## src/rtl/mem_port_arbiter_pkg.sv

```systemverilog
// Shared types for the memory port arbiter: FSM encoding and requester IDs.
package mem_port_arbiter_pkg;
  typedef enum logic [1:0] {
    IDLE   = 2'd0,
    ACCESS = 2'd1,
    RESP   = 2'd2
  } state_e;

  localparam logic REQ_IF = 1'b0;
  localparam logic REQ_LS = 1'b1;
  localparam int   LAT_W  = 4;
endpackage

```

## src/rtl/mem_port_arbiter_arb_pick.sv

```systemverilog
// Two-way request picker: load/store first unless it won last time and fetch waits.
module arb_pick
  import mem_port_arbiter_pkg::*;
(
  input  logic if_req_i,
  input  logic ls_req_i,
  input  logic last_ls_i,
  output logic win_valid_o,
  output logic win_id_o
);
  assign win_valid_o = if_req_i | ls_req_i;
  assign win_id_o    = (ls_req_i && !(if_req_i && last_ls_i)) ? REQ_LS : REQ_IF;
endmodule

```

## src/rtl/mem_port_arbiter.sv

```systemverilog
// Single-port memory arbiter between fetch and load/store, fixed MEM_LAT access.
// Optional perf counters (if_cnt, ls_cnt, conflict_cnt) when MEM_ARB_PERF_EN is defined.
module mem_port_arbiter
  import mem_port_arbiter_pkg::*;
#(
  parameter int ADDR_W  = 32,
  parameter int DATA_W  = 32,
  parameter int MEM_LAT = 2
) (
  input  logic              clk,
  input  logic              rst_n,
  input  logic              if_req,
  input  logic [ADDR_W-1:0] if_addr,
  output logic              if_gnt,
  output logic [DATA_W-1:0] if_rdata,
  output logic              if_valid,
  input  logic              ls_req,
  input  logic              ls_we,
  input  logic [ADDR_W-1:0] ls_addr,
  input  logic [DATA_W-1:0] ls_wdata,
  output logic              ls_gnt,
  output logic [DATA_W-1:0] ls_rdata,
  output logic              ls_valid,
`ifdef MEM_ARB_PERF_EN
  output logic [31:0]       if_cnt,
  output logic [31:0]       ls_cnt,
  output logic [31:0]       conflict_cnt,
`endif
  output logic              mem_en,
  output logic              mem_we,
  output logic [ADDR_W-1:0] mem_addr,
  output logic [DATA_W-1:0] mem_wdata,
  input  logic [DATA_W-1:0] mem_rdata
);
  state_e             state_q, state_d;
  logic [LAT_W-1:0]   lat_cnt_q, lat_cnt_d;
  logic               last_ls_q, last_ls_d;
  logic               owner_q, owner_d;
  logic               if_gnt_q, if_gnt_d, ls_gnt_q, ls_gnt_d;
  logic               if_valid_q, if_valid_d, ls_valid_q, ls_valid_d;
  logic [DATA_W-1:0]  if_rdata_q, if_rdata_d, ls_rdata_q, ls_rdata_d;
  logic               mem_en_q, mem_en_d, mem_we_q, mem_we_d;
  logic [ADDR_W-1:0]  mem_addr_q, mem_addr_d;
  logic [DATA_W-1:0]  mem_wdata_q, mem_wdata_d;
  logic               win_valid, win_id;

  arb_pick u_pick (
    .if_req_i    (if_req),
    .ls_req_i    (ls_req),
    .last_ls_i   (last_ls_q),
    .win_valid_o (win_valid),
    .win_id_o    (win_id)
  );

  always_comb begin
    state_d     = state_q;
    lat_cnt_d   = lat_cnt_q;
    last_ls_d   = last_ls_q;
    owner_d     = owner_q;
    if_gnt_d    = 1'b0;
    ls_gnt_d    = 1'b0;
    if_valid_d  = 1'b0;
    ls_valid_d  = 1'b0;
    if_rdata_d  = if_rdata_q;
    ls_rdata_d  = ls_rdata_q;
    mem_en_d    = mem_en_q;
    mem_we_d    = mem_we_q;
    mem_addr_d  = mem_addr_q;
    mem_wdata_d = mem_wdata_q;
    case (state_q)
      IDLE: if (win_valid) begin
        owner_d     = win_id;
        last_ls_d   = win_id;
        if_gnt_d    = (win_id == REQ_IF);
        ls_gnt_d    = (win_id == REQ_LS);
        mem_en_d    = 1'b1;
        mem_we_d    = (win_id == REQ_LS) && ls_we;
        mem_addr_d  = (win_id == REQ_LS) ? ls_addr : if_addr;
        mem_wdata_d = (win_id == REQ_LS) ? ls_wdata : '0;
        lat_cnt_d   = LAT_W'(MEM_LAT - 1);
        state_d     = ACCESS;
      end
      ACCESS: begin
        if (lat_cnt_q == '0) begin
          mem_en_d = 1'b0;
          mem_we_d = 1'b0;
          if (owner_q == REQ_IF) begin
            if_valid_d = 1'b1;
            if_rdata_d = mem_rdata;
          end else begin
            ls_valid_d = 1'b1;
            // stores leave the last load data visible
            if (!mem_we_q) ls_rdata_d = mem_rdata;
          end
          state_d = RESP;
        end else begin
          lat_cnt_d = lat_cnt_q - 1'b1;
        end
      end
      RESP:    state_d = IDLE;
      default: state_d = IDLE;
    endcase
  end

  always_ff @(posedge clk or negedge rst_n) begin
    if (!rst_n) begin
      state_q     <= IDLE;
      lat_cnt_q   <= '0;
      last_ls_q   <= 1'b0;
      owner_q     <= REQ_IF;
      if_gnt_q    <= 1'b0;
      ls_gnt_q    <= 1'b0;
      if_valid_q  <= 1'b0;
      ls_valid_q  <= 1'b0;
      if_rdata_q  <= '0;
      ls_rdata_q  <= '0;
      mem_en_q    <= 1'b0;
      mem_we_q    <= 1'b0;
      mem_addr_q  <= '0;
      mem_wdata_q <= '0;
    end else begin
      state_q     <= state_d;
      lat_cnt_q   <= lat_cnt_d;
      last_ls_q   <= last_ls_d;
      owner_q     <= owner_d;
      if_gnt_q    <= if_gnt_d;
      ls_gnt_q    <= ls_gnt_d;
      if_valid_q  <= if_valid_d;
      ls_valid_q  <= ls_valid_d;
      if_rdata_q  <= if_rdata_d;
      ls_rdata_q  <= ls_rdata_d;
      mem_en_q    <= mem_en_d;
      mem_we_q    <= mem_we_d;
      mem_addr_q  <= mem_addr_d;
      mem_wdata_q <= mem_wdata_d;
    end
  end

  assign if_gnt    = if_gnt_q;
  assign ls_gnt    = ls_gnt_q;
  assign if_valid  = if_valid_q;
  assign ls_valid  = ls_valid_q;
  assign if_rdata  = if_rdata_q;
  assign ls_rdata  = ls_rdata_q;
  assign mem_en    = mem_en_q;
  assign mem_we    = mem_we_q;
  assign mem_addr  = mem_addr_q;
  assign mem_wdata = mem_wdata_q;

`ifdef MEM_ARB_PERF_EN
  logic [31:0] if_cnt_q, ls_cnt_q, conflict_cnt_q;

  always_ff @(posedge clk or negedge rst_n) begin
    if (!rst_n) begin
      if_cnt_q       <= '0;
      ls_cnt_q       <= '0;
      conflict_cnt_q <= '0;
    end else begin
      if (if_gnt_d) if_cnt_q <= if_cnt_q + 32'd1;
      if (ls_gnt_d) ls_cnt_q <= ls_cnt_q + 32'd1;
      if (state_q == IDLE && if_req && ls_req) conflict_cnt_q <= conflict_cnt_q + 32'd1;
    end
  end

  assign if_cnt       = if_cnt_q;
  assign ls_cnt       = ls_cnt_q;
  assign conflict_cnt = conflict_cnt_q;
`endif
endmodule

```

## config.mk

```make
export PLATFORM = sky130hd
export DESIGN_NAME = mem_port_arbiter
export DESIGN_NICKNAME = d
export VERILOG_FILES = /design/src/rtl/mem_port_arbiter_pkg.sv /design/src/rtl/mem_port_arbiter_arb_pick.sv /design/src/rtl/mem_port_arbiter.sv
export SDC_FILE = /design/constraint.sdc
export NUM_CORES = 1
export LEC_CHECK = 0
export CORE_ASPECT_RATIO = 0.5
export CORE_MARGIN = 2
export CORE_UTILIZATION = 40
export DETAILED_ROUTE_END_ITERATION = 10
export GPL_ROUTABILITY_DRIVEN = 0
export GPL_TIMING_DRIVEN = 0
export PLACE_DENSITY = 0.78
export SYNTH_ARGS = -nofsm -noshare
export SYNTH_HDL_FRONTEND = slang
export SYNTH_SLANG_ARGS = --single-unit
```

## constraint.sdc

```tcl
create_clock -name clk -period 4.9 [get_ports clk]
set_input_delay 1.47 -clock clk [delete_from_list [all_inputs] [get_ports clk]]
set_output_delay 1.47 -clock clk [all_outputs]
set_load 0.03 [all_outputs]
```

==> flow_summary.ini <==
[run_status]
status = finished, final reports clean

[yosys]
synth_fa_ha_area_share_pct = 0.432
synth-xor-area-share_pct = 0
synth_area_sq_mm = 0.00579
netlist_instances = 373
synth_compound_area_share_pct = 15.7
synthSimpleGateAreaFrac_pct = 2.51
synth_top_area_share_pct = 60.9
synth_top_family_by_area = multiplexers
ys_seq_area_share_pct = 60.9
ys_types = 35
ys_seq_elements = 141
ys_top_cells_by_area = dfrtp_1, mux2_4, a221o_1
muxShareOfSynthArea_pct = 16.4
synth.largest_area_cell = dfrtp_1
ys_warn_count = 0
synth_area_per_cell_sq_um = 15.5
synth_nets = 508

[place]
place_area_sq_mm = 0.00873
place_ws_ns = 1.36
dp_hpwl_microns = 11600
port_buffers = 266
placed_cells = 838

[floorplan]
die_x_microns = 174
core_area_sq_mm = 0.0143
num_rows = 31
initial_utilization_pct = 40.5
pin_count = 267
dieArea_sq_mm = 0.0155
die-height_microns = 89.1

[worst_setup_path]
startpoint_type = input pin
required_ns = 5.23
cp.arrival_ns = 3.52
setup.worst_path.end_class = register
worstReg2RegStart = state_q[0]
reg2reg_slack_ns = 2.70
path_class = input pin to register
ff2ff_path_depth = 6
cp_max_fo = 10
setup.worst_path.start = if_req
rr_endpoint = mem_wdata[5]

[power_and_ir_drop]
peakVddDrop_mv = 0.328
internal_power_mw = 4.33
clockPowerShare_pct = 19.3
pwr_density_cell_mw_per_mm2 = 751
p_seq_share_pct = 28.9
power_mw = 7.03
switchingPower_mw = 2.70
power_frac_comb_pct = 51.8
sw_frac_of_total_pct = 38.4
leakage_nw = 4.20

[cells_and_area]
diodes = 0
syn_to_final_growth_pct = 61.5
post-route-util_pct = 65.4
postLayoutCellArea_sq_mm = 0.00936
final_common_cell = clkdlybuf4s50_1
mostFrequentLayoutCells = clkdlybuf4s50_1, dfrtp_1, mux2_4, a21boi_0, a221o_1
nFillCells = 1069
stdcell_count = 870
nNetsFinal = 794
drive_above_1_share_pct = 17.3

[clocking]
post_cts_buffers = 0
cts_max_level = 4
cts_resized = 0
cts_tree = done
insertion_delay_ns = 0.40
hold_buffers = 0
cts_root_buffer = clkbuf_16
cts.sink_count = 141
path_clk_slew_ns = 0.06
cts_buffer_depth = 2
cts_made_buffers = 17

[route]
first_pass_iters = 4
vias = 4356
drt-total-wl_microns = 16100
route.detailed.drc = 0
drt_iter0_drc = 166
antenna_left = 0
via_per_inst = 5.01
wl_per_cell_microns = 18.5

[global_route]
first_global_vias = 4578
grt_usage_pct = 20.6
grt_max_degree = 77
antenna_found_initial = 0
grt_pass1_wl_microns = 24700
grt_overflow = 0

[min_path]
holdPathStages = 1
min_to = mem_wdata[25]
hold_class = register to register
min-delay-start = mem_wdata[25]

[sta]
tightest_slew_ns = 0.624
setup_viol = 0
finClkSkew_ns = 0.0137
period_share_pct = 65.1
slew_violations = 0
setup_slack_ns = 1.71
fin_hold_ws_ns = 0.499
hold_viol = 0
rsz0062_at_grt = false
fin_crit_ns = 3.19
fin_tns_setup_ns = 0
max-slew-margin-rel_pct = 58.4
fmax_mhz = 313

[run]
max-cap-violations = 0
-- critical path, cell delays in order --
cell	delay, ns
clkdlybuf4s50_1	0.44
or2_1	0.23
clkbuf_1	0.21
nand2_1	0.13
clkbuf_1	0.39
clkbuf_1	0.43
a22o_1	0.22
-- state kept, by name, indices dropped and copies added, names as in the netlist --
name,flops
ls_gnt,1
state_q,2
ls_valid,1
mem_addr,32
if_valid,1
mem_wdata,32
ls_rdata,32
mem_en,1
mem_we,1
if_rdata,32
if_gnt,1
lat_cnt_q,4
owner_q,1
-- worst max-delay path by stage --
stage | end | slack (ns) | cells past startpoint
after global routing | mem_wdata[19] | 1.61 | 7
final | mem_wdata[23] | 1.71 | 7
after global placement | mem_addr[22] | -3.22 | 1
after detailed placement | mem_wdata[18] | 1.36 | 7
after CTS | mem_wdata[23] | 1.74 | 7
after floorplan | mem_wdata[14] | 2.21 | 6
-- cell families after synthesis --
kind of cell,after synthesis
simple gates,22
compound gates,106
mux,65
buf+inv,37
flops,141
fa+ha+maj,2
-- power by group through the flow --
| stage | Combinational [mW] | Clock, mW | Sequential, mW |
|---|---|---|---|
| 6_report | 3.64 | 1.36 | 2.03 |
| 5_1_grt | 3.82 | 1.44 | 2.10 |
| 4_1_cts | 3.67 | 1.38 | 2.03 |
| 3_5_place_dp | 3.66 | 0 | 2.03 |
| 3_3_place_gp | 3.59 | 0 | 2.02 |
| 2_1_floorplan | 1.18 | 0 | 3.01 |
-- cells in the mapped netlist --
library cell / instances
dfrtp_1: 141
mux2_4: 59
a21boi_0: 33
a221o_1: 33
a22o_1: 32
clkbuf_1: 14
buf_2: 10
inv_1: 6
mux2_2: 5
buf_6: 4
buf_12: 3
nand2_1: 3
o21ai_0: 3
and2_1: 2
and3_1: 2
ha_1: 2
nand2b_1: 2
or3_1: 2
a21o_1: 1
a21oi_1: 1
a31o_2: 1
a32o_1: 1
mux2i_1: 1
nand2b_4: 1
nand4b_1: 1
nor2_1: 1
nor2b_1: 1
nor3_1: 1
nor3b_1: 1
nor4_1: 1
o21bai_1: 1
or2_1: 1
or2b_1: 1
or4_1: 1
or4_4: 1
-- final cells by class --
type | count | area (sq um) | share of cell area (%)
sequential | 141 | 3530 | 37.7
timing repair buffer | 267 | 2690 | 28.8
multi-input combinational | 195 | 2030 | 21.7
clock buffer | 19 | 433 | 4.63
tap | 198 | 248 | 2.65
buffer | 31 | 208 | 2.22
clock inverter | 13 | 190 | 2.03
inverter | 6 | 22.5 | 0.241
-- per-layer routing --
metal / share of wire, % / vias to the layer above / wire length, microns / GRT usage (%)
met1: 42 / 2221 / 6710 / 25.6
met4: 2.2 / 0 / 348 / 7.87
met3: 4.6 / 28 / 735 / 4.25
li1: - / 1967 / - / -
met2: 52 / 140 / 8290 / 36.4
met5: 0 / - / 0 / 0
Note: power is estimated with default switching activity, not from simulation.
